==> src/rtl/sim_irq_gen.sv <==
// Multi-channel test interrupt generator for the simulation top.
// Each channel has its own period, one-shot/periodic mode, pulse/level output and a sticky overrun flag.

module sim_irq_gen_ch #(
    parameter int               CNT_W          = 32,
    parameter logic [CNT_W-1:0] DEFAULT_PERIOD = 'h60
) (
    input  logic             clk_i,
    input  logic             reset_i,
    input  logic             enable_i,
    input  logic [CNT_W-1:0] period_i,
    input  logic             use_default_i,
    input  logic             oneshot_i,
    input  logic             level_i,
    input  logic             ack_i,
    input  logic             clr_ovr_i,
    output logic             irq_d_o,
    output logic             irq_o,
    output logic             overrun_o
);
    typedef enum logic [1:0] {IDLE, COUNT, DONE} state_e;

    state_e           state_q, state_d;
    logic [CNT_W-1:0] cnt_q, cnt_d;
    logic [CNT_W-1:0] per_q, per_d;
    logic             irq_q, irq_d;
    logic             ovr_q, ovr_d;
    logic [CNT_W-1:0] eff_per;
    logic             expire;
    logic             ovr_set;

    // A zero slice means "no period" unless the default is allowed to stand in.
    assign eff_per = (period_i != '0) ? period_i
                   : (use_default_i ? DEFAULT_PERIOD : '0);
    assign expire  = (state_q == COUNT) && (cnt_q == per_q);

    always_comb begin
        state_d = state_q;
        cnt_d   = cnt_q;
        per_d   = per_q;
        irq_d   = irq_q;
        ovr_set = 1'b0;
        if (!enable_i) begin
            state_d = IDLE;
            cnt_d   = '0;
            irq_d   = 1'b0;
        end else begin
            case (state_q)
                IDLE: begin
                    cnt_d = '0;
                    if (eff_per != '0) begin
                        state_d = COUNT;
                        per_d   = eff_per;
                    end
                end
                COUNT: begin
                    if (expire) begin
                        cnt_d = '0;
                        // Keep the old period if the slice went to zero mid-run.
                        if (eff_per != '0) per_d = eff_per;
                        if (oneshot_i) state_d = DONE;
                    end else begin
                        cnt_d = cnt_q + CNT_W'(1);
                    end
                end
                DONE:    cnt_d   = '0;
                default: state_d = IDLE;
            endcase
            if (level_i) begin
                // An ack in the expiry cycle retires the old event; the new one stays raised.
                irq_d   = expire | (irq_q & ~ack_i);
                ovr_set = expire & irq_q & ~ack_i;
            end else begin
                irq_d   = expire;
            end
        end
    end

    assign ovr_d = ovr_set | (ovr_q & ~clr_ovr_i);

    always_ff @(posedge clk_i or negedge reset_i) begin
        if (!reset_i) begin
            state_q <= IDLE;
            cnt_q   <= '0;
            per_q   <= '0;
            irq_q   <= 1'b0;
            ovr_q   <= 1'b0;
        end else begin
            state_q <= state_d;
            cnt_q   <= cnt_d;
            per_q   <= per_d;
            irq_q   <= irq_d;
            ovr_q   <= ovr_d;
        end
    end

    assign irq_d_o   = irq_d;
    assign irq_o     = irq_q;
    assign overrun_o = ovr_q;
endmodule

module sim_irq_gen #(
    parameter int               NUM_CH         = 4,
    parameter int               CNT_W          = 32,
    parameter logic [CNT_W-1:0] DEFAULT_PERIOD = 'h60
) (
    input  logic                    clk_i,
    input  logic                    reset_i,
    input  logic [NUM_CH-1:0]       enable_i,
    input  logic [NUM_CH*CNT_W-1:0] period_i,
    input  logic                    use_default_i,
    input  logic [NUM_CH-1:0]       oneshot_i,
    input  logic [NUM_CH-1:0]       level_i,
    input  logic [NUM_CH-1:0]       irq_ack_i,
    input  logic [NUM_CH-1:0]       clear_overrun_i,
    output logic [NUM_CH-1:0]       irq_o,
    output logic [NUM_CH-1:0]       overrun_o,
    output logic                    irq_any_o
);
    logic [NUM_CH-1:0] irq_d;
    logic              irq_any_q;

    for (genvar n = 0; n < NUM_CH; n++) begin : g_ch
        sim_irq_gen_ch #(
            .CNT_W          (CNT_W),
            .DEFAULT_PERIOD (DEFAULT_PERIOD)
        ) u_ch (
            .clk_i         (clk_i),
            .reset_i       (reset_i),
            .enable_i      (enable_i[n]),
            .period_i      (period_i[n*CNT_W +: CNT_W]),
            .use_default_i (use_default_i),
            .oneshot_i     (oneshot_i[n]),
            .level_i       (level_i[n]),
            .ack_i         (irq_ack_i[n]),
            .clr_ovr_i     (clear_overrun_i[n]),
            .irq_d_o       (irq_d[n]),
            .irq_o         (irq_o[n]),
            .overrun_o     (overrun_o[n])
        );
    end

    // Built from next-state so it lines up cycle-for-cycle with irq_o.
    always_ff @(posedge clk_i or negedge reset_i) begin
        if (!reset_i) irq_any_q <= 1'b0;
        else          irq_any_q <= |irq_d;
    end

    assign irq_any_o = irq_any_q;
endmodule

==> config.mk <==
export PLATFORM = sky130hd
export DESIGN_NAME = sim_irq_gen
export DESIGN_NICKNAME = d
export VERILOG_FILES = /design/src/rtl/sim_irq_gen.sv
export SDC_FILE = /design/constraint.sdc
export NUM_CORES = 1
export LEC_CHECK = 0
export CAP_MARGIN = 10
export CORE_MARGIN = 2
export CORE_UTILIZATION = 45
export CTS_BUF_LIST = sky130_fd_sc_hd__clkbuf_4 sky130_fd_sc_hd__clkbuf_8
export DETAILED_ROUTE_END_ITERATION = 7
export PLACE_DENSITY = 0.8
export SLEW_MARGIN = 30
export SYNTH_ARGS = -nofsm -noshare
export SYNTH_HDL_FRONTEND = slang
export SYNTH_SLANG_ARGS = --single-unit
==> constraint.sdc <==
create_clock -name clk_i -period 2.6 [get_ports clk_i]
set_input_delay 0.78 -clock clk_i [delete_from_list [all_inputs] [get_ports clk_i]]
set_output_delay 0.78 -clock clk_i [all_outputs]
set_load 0.01 [all_outputs]
==> out/metrics.csv <==
stage;metric;value;unit
sta;period_share;97.6;%
sta;tightest_slew;0.552;ns
synthesis;synth_cell_type_count;68;
placement;pre_cts_ws;-0.705;ns
worst_setup_path;startpoint;g_ch[3].u_ch.cnt_q[27]$_DFFE_PN0P_;
worst_setup_path;crit_chain;xor2_1 -> nor4_1 -> nand2_1 -> nor4_2 -> o211a_1 -> buf_12 -> mux2_2;
die;ios;160;
die;chipWidth;180;um
sta;hold_ws;0.169;ns
clock_network;holdBufCountCts;0;
cells_and_area;drive_gt1_share;22.0;%
worst_setup_path;crit_path_max_fanout;32;
synthesis;syn-cell-area;0.0140;sq mm
sta;rsz0062_at_grt;yes;
clock_network;clkLatencyLatePin;0.56;ns
die;initial_core_util;45.7;%
drt;viasPerCell;5.50;
synthesis;yosysSeqAreaShare;48.8;%
die;core_area;0.0306;sq mm
global_routing;grt-ovfl-total;0;
clock_network;cts_root_buf;clkbuf_8;
job;maxCapViolations;0;
clock_network;cts_inserted_buffers;48;
sta;setup_tns;0;ns
clock_network;clkSinkCount;273;
clock_network;h-tree-depth;2;
worst_setup_path;worstPathRequired;3.04;ns
global_routing;antenna_found_initial;1;
placement;gp_congestion;0.912;
cells_and_area;fillCellCount;2485;
worst_setup_path;r2r_end;g_ch[3].u_ch.per_q[19]$_DFFE_PN0P_;
drt;ant_nets;0;
synthesis;synthFlopType;dfrtp_1;
global_routing;grt_pass1_vias;11700;
synthesis;synth_seq_cells;273;
synthesis;yosys_warnings;0;
sta;finalSetupViolCount;0;
synthesis;synth_top_area_cell;dfrtp_1;
power_and_ir_drop;peakVddDrop;373;uV
synthesis;syn_nets;1482;
sta;final.min_clock_period;2.54;ns
cells_and_area;finalNonFillerCells;2066;
sta;finClkSkew;0.0165;ns
synthesis;synthArstFlopShare;100;%
worst_setup_path;arrival;2.98;ns
drt;wl;36600;um
worst_setup_path;reg2reg_slack;0.06;ns
clock_network;clock_path_buffers;3;
clock_network;clkTransAtPathRegs;0.06;ns
synthesis;synthTopCellsByCount;dfrtp_1, xor2_1, nor2_1;
drt;drt-initial-drc-count;816;
cells_and_area;layout.nets;1790;
synthesis;synth-edff-count;0;
drt;drc_errors;0;
synthesis;avgSynthCellArea;10.5;sq um
power_and_ir_drop;power.leakage;7.73;nW
global_routing;grt_max_degree;66;
die;fp.dieH;180;um
synthesis;synth_top_area_share;48.8;%
placement;placedCellCount;1977;
sta;timing_hold_violations_final;0;
min_path;hold_path.class;in2async;
outcome;status;finished, final reports clean;
sta;relSlewSlack;63.2;%
worst_setup_path;criticalPathCategory;reg2reg;
global_routing;grt_first_pass_wirelength;59000;um
worst_setup_path;crit_slowest_cell;nor4_1;
cells_and_area;final_util;59.7;%
sta;setup_slack;0.0629;ns
worst_setup_path;cp-end-kind;flop;
worst_setup_path;max_stage_delay;0.46;ns
sta;fmax;394;MHz
placement;port_buffers;159;
drt;num_vias;11400;
drt;dr.pass1.iters;7;
worst_setup_path;ff2ff_path_depth;7;
die;row_count;64;
worst_setup_path;timing.rr.start;g_ch[3].u_ch.cnt_q[27]$_DFFE_PN0P_;
die;dieArea;0.0325;sq mm
worst_setup_path;cp-start-kind;flop;
synthesis;postSynthCellCount;1327;
sta;maxSlewViolCount;0;
placement;dpl.hpwl;27000;um
global_routing;track_usage;22.0;%
cells_and_area;area_delta_synth_final;30.6;%
power_and_ir_drop;power_density;562;mW/mm^2
clock_network;cts_tree;yes;
synthesis;synthMostInstantiatedCell;dfrtp_1;
drt;wl_per_cell;17.7;um
synthesis;netlist_top_cells_area;dfrtp_1, xor2_1, mux2_2, xnor2_1, nor2_1;
## cell families (layout without fill, tap and decap cells)
group | count (synthesis) | in the layout | share of synthesized area [%]
simple gates | 542 | 542 | 20.2
flops | 273 | 273 | 48.8
xor+xnor | 223 | 223 | 14.0
mux | 127 | 127 | 10.2
buf+inv | 93 | 435 | 3.05
compound gates | 65 | 65 | 3.43
fa+ha+maj | 4 | 4 | 0.358
other cells | 0 | 1 | 0
## layout by cell type (no fill, tap or decap), types with 12 or more instances in the layout
master and instances:
dfrtp_1 270, clkdlybuf4s50_1 158, xor2_1 149, nor2_1 144, buf_4 143, mux2_2 96, nand2_1 93, xnor2_1 70
nor4_1 67, clkbuf_8 64, nand3_1 56, nand4_1 46, inv_1 34, mux2_1 28, nor3_1 26, and3_1 21
nand2b_1 19, and4_1 18, clkbuf_4 12, buf_12 12
## worst max-delay path, delay by kind of cell, from the launching register on
family,cells,cell delay [ns]
buffers and inverters,1,0.21
XOR/XNOR,1,0.19
multiplexers,1,0.36
AND/OR/NAND/NOR,3,0.96
AO/OA/AOI/OAI,1,0.26
flip-flops,1,0.42
## sequential cells by signal (all words and copies together) (netlist names)
register	cells
irq_any_o	1
g_ch.u_ch.cnt_q	128
g_ch.u_ch.overrun_o	4
g_ch.u_ch.state_q	8
g_ch.u_ch.per_q	128
g_ch.u_ch.irq_o	4
## routing by layer
| metal | up-vias | global-route usage (%) | wire [um] |
|---|---|---|---|
| li1 | 5287 | - | - |
| met4 | 0 | 6.26 | 949 |
| met1 | 5588 | 29.2 | 15900 |
| met5 | - | 0 | 0 |
| met2 | 386 | 37.5 | 17700 |
| met3 | 93 | 3.58 | 2080 |
## stage by stage
| step | total power [W] | cell area [sq um] |
|---|---|---|
| floorplan | 0.00541 | 14000 |
| global placement | 0.00611 | 17100 |
| detailed placement | 0.00616 | 17100 |
| CTS | 0.0103 | 18100 |
| global route | 0.0107 | 18300 |
| finish | 0.0103 | 18300 |
## timing repair
action                                  4_1_cts  5_1_grt
resized for setup                             2       14
buffers inserted                              0        3
endpoints found under the setup margin       31       62
pin swaps                                     0        9
cloned                                        0        1
## how the worst max path moves through the flow
stage	end	depth (start not counted)
after global placement	g_ch[2].u_ch.per_q[14]$_DFFE_PN0P_	9
after CTS	g_ch[2].u_ch.per_q[3]$_DFFE_PN0P_	9
after detailed placement	g_ch[2].u_ch.per_q[3]$_DFFE_PN0P_	9
after global routing	g_ch[2].u_ch.per_q[9]$_DFFE_PN0P_	8
final	g_ch[3].u_ch.per_q[19]$_DFFE_PN0P_	7
after floorplan	g_ch[2].u_ch.per_q[23]$_DFFE_PN0P_	7
## power breakdown
| group | internal, W | switching [W] |
|---|---|---|
| combinational | 0.000745 | 0.000548 |
| clock | 0.00236 | 0.00178 |
| sequential | 0.00456 | 0.000268 |
| total | 0.00766 | 0.00260 |
## layout make-up
class | instances | area [sq um] | share of cell area, %
well taps | 396 | 495 | 2.71
clock buffers | 76 | 971 | 5.32
flip-flops and latches | 273 | 6840 | 37.4
inverters | 35 | 131 | 0.719
diodes | 1 | 2.50 | 0.0137
repair buffers | 316 | 2950 | 16.1
multi-input cells | 961 | 6840 | 37.4
clock inverters | 8 | 45.0 | 0.247
No activity file was read; power rests on OpenSTA's default activity.
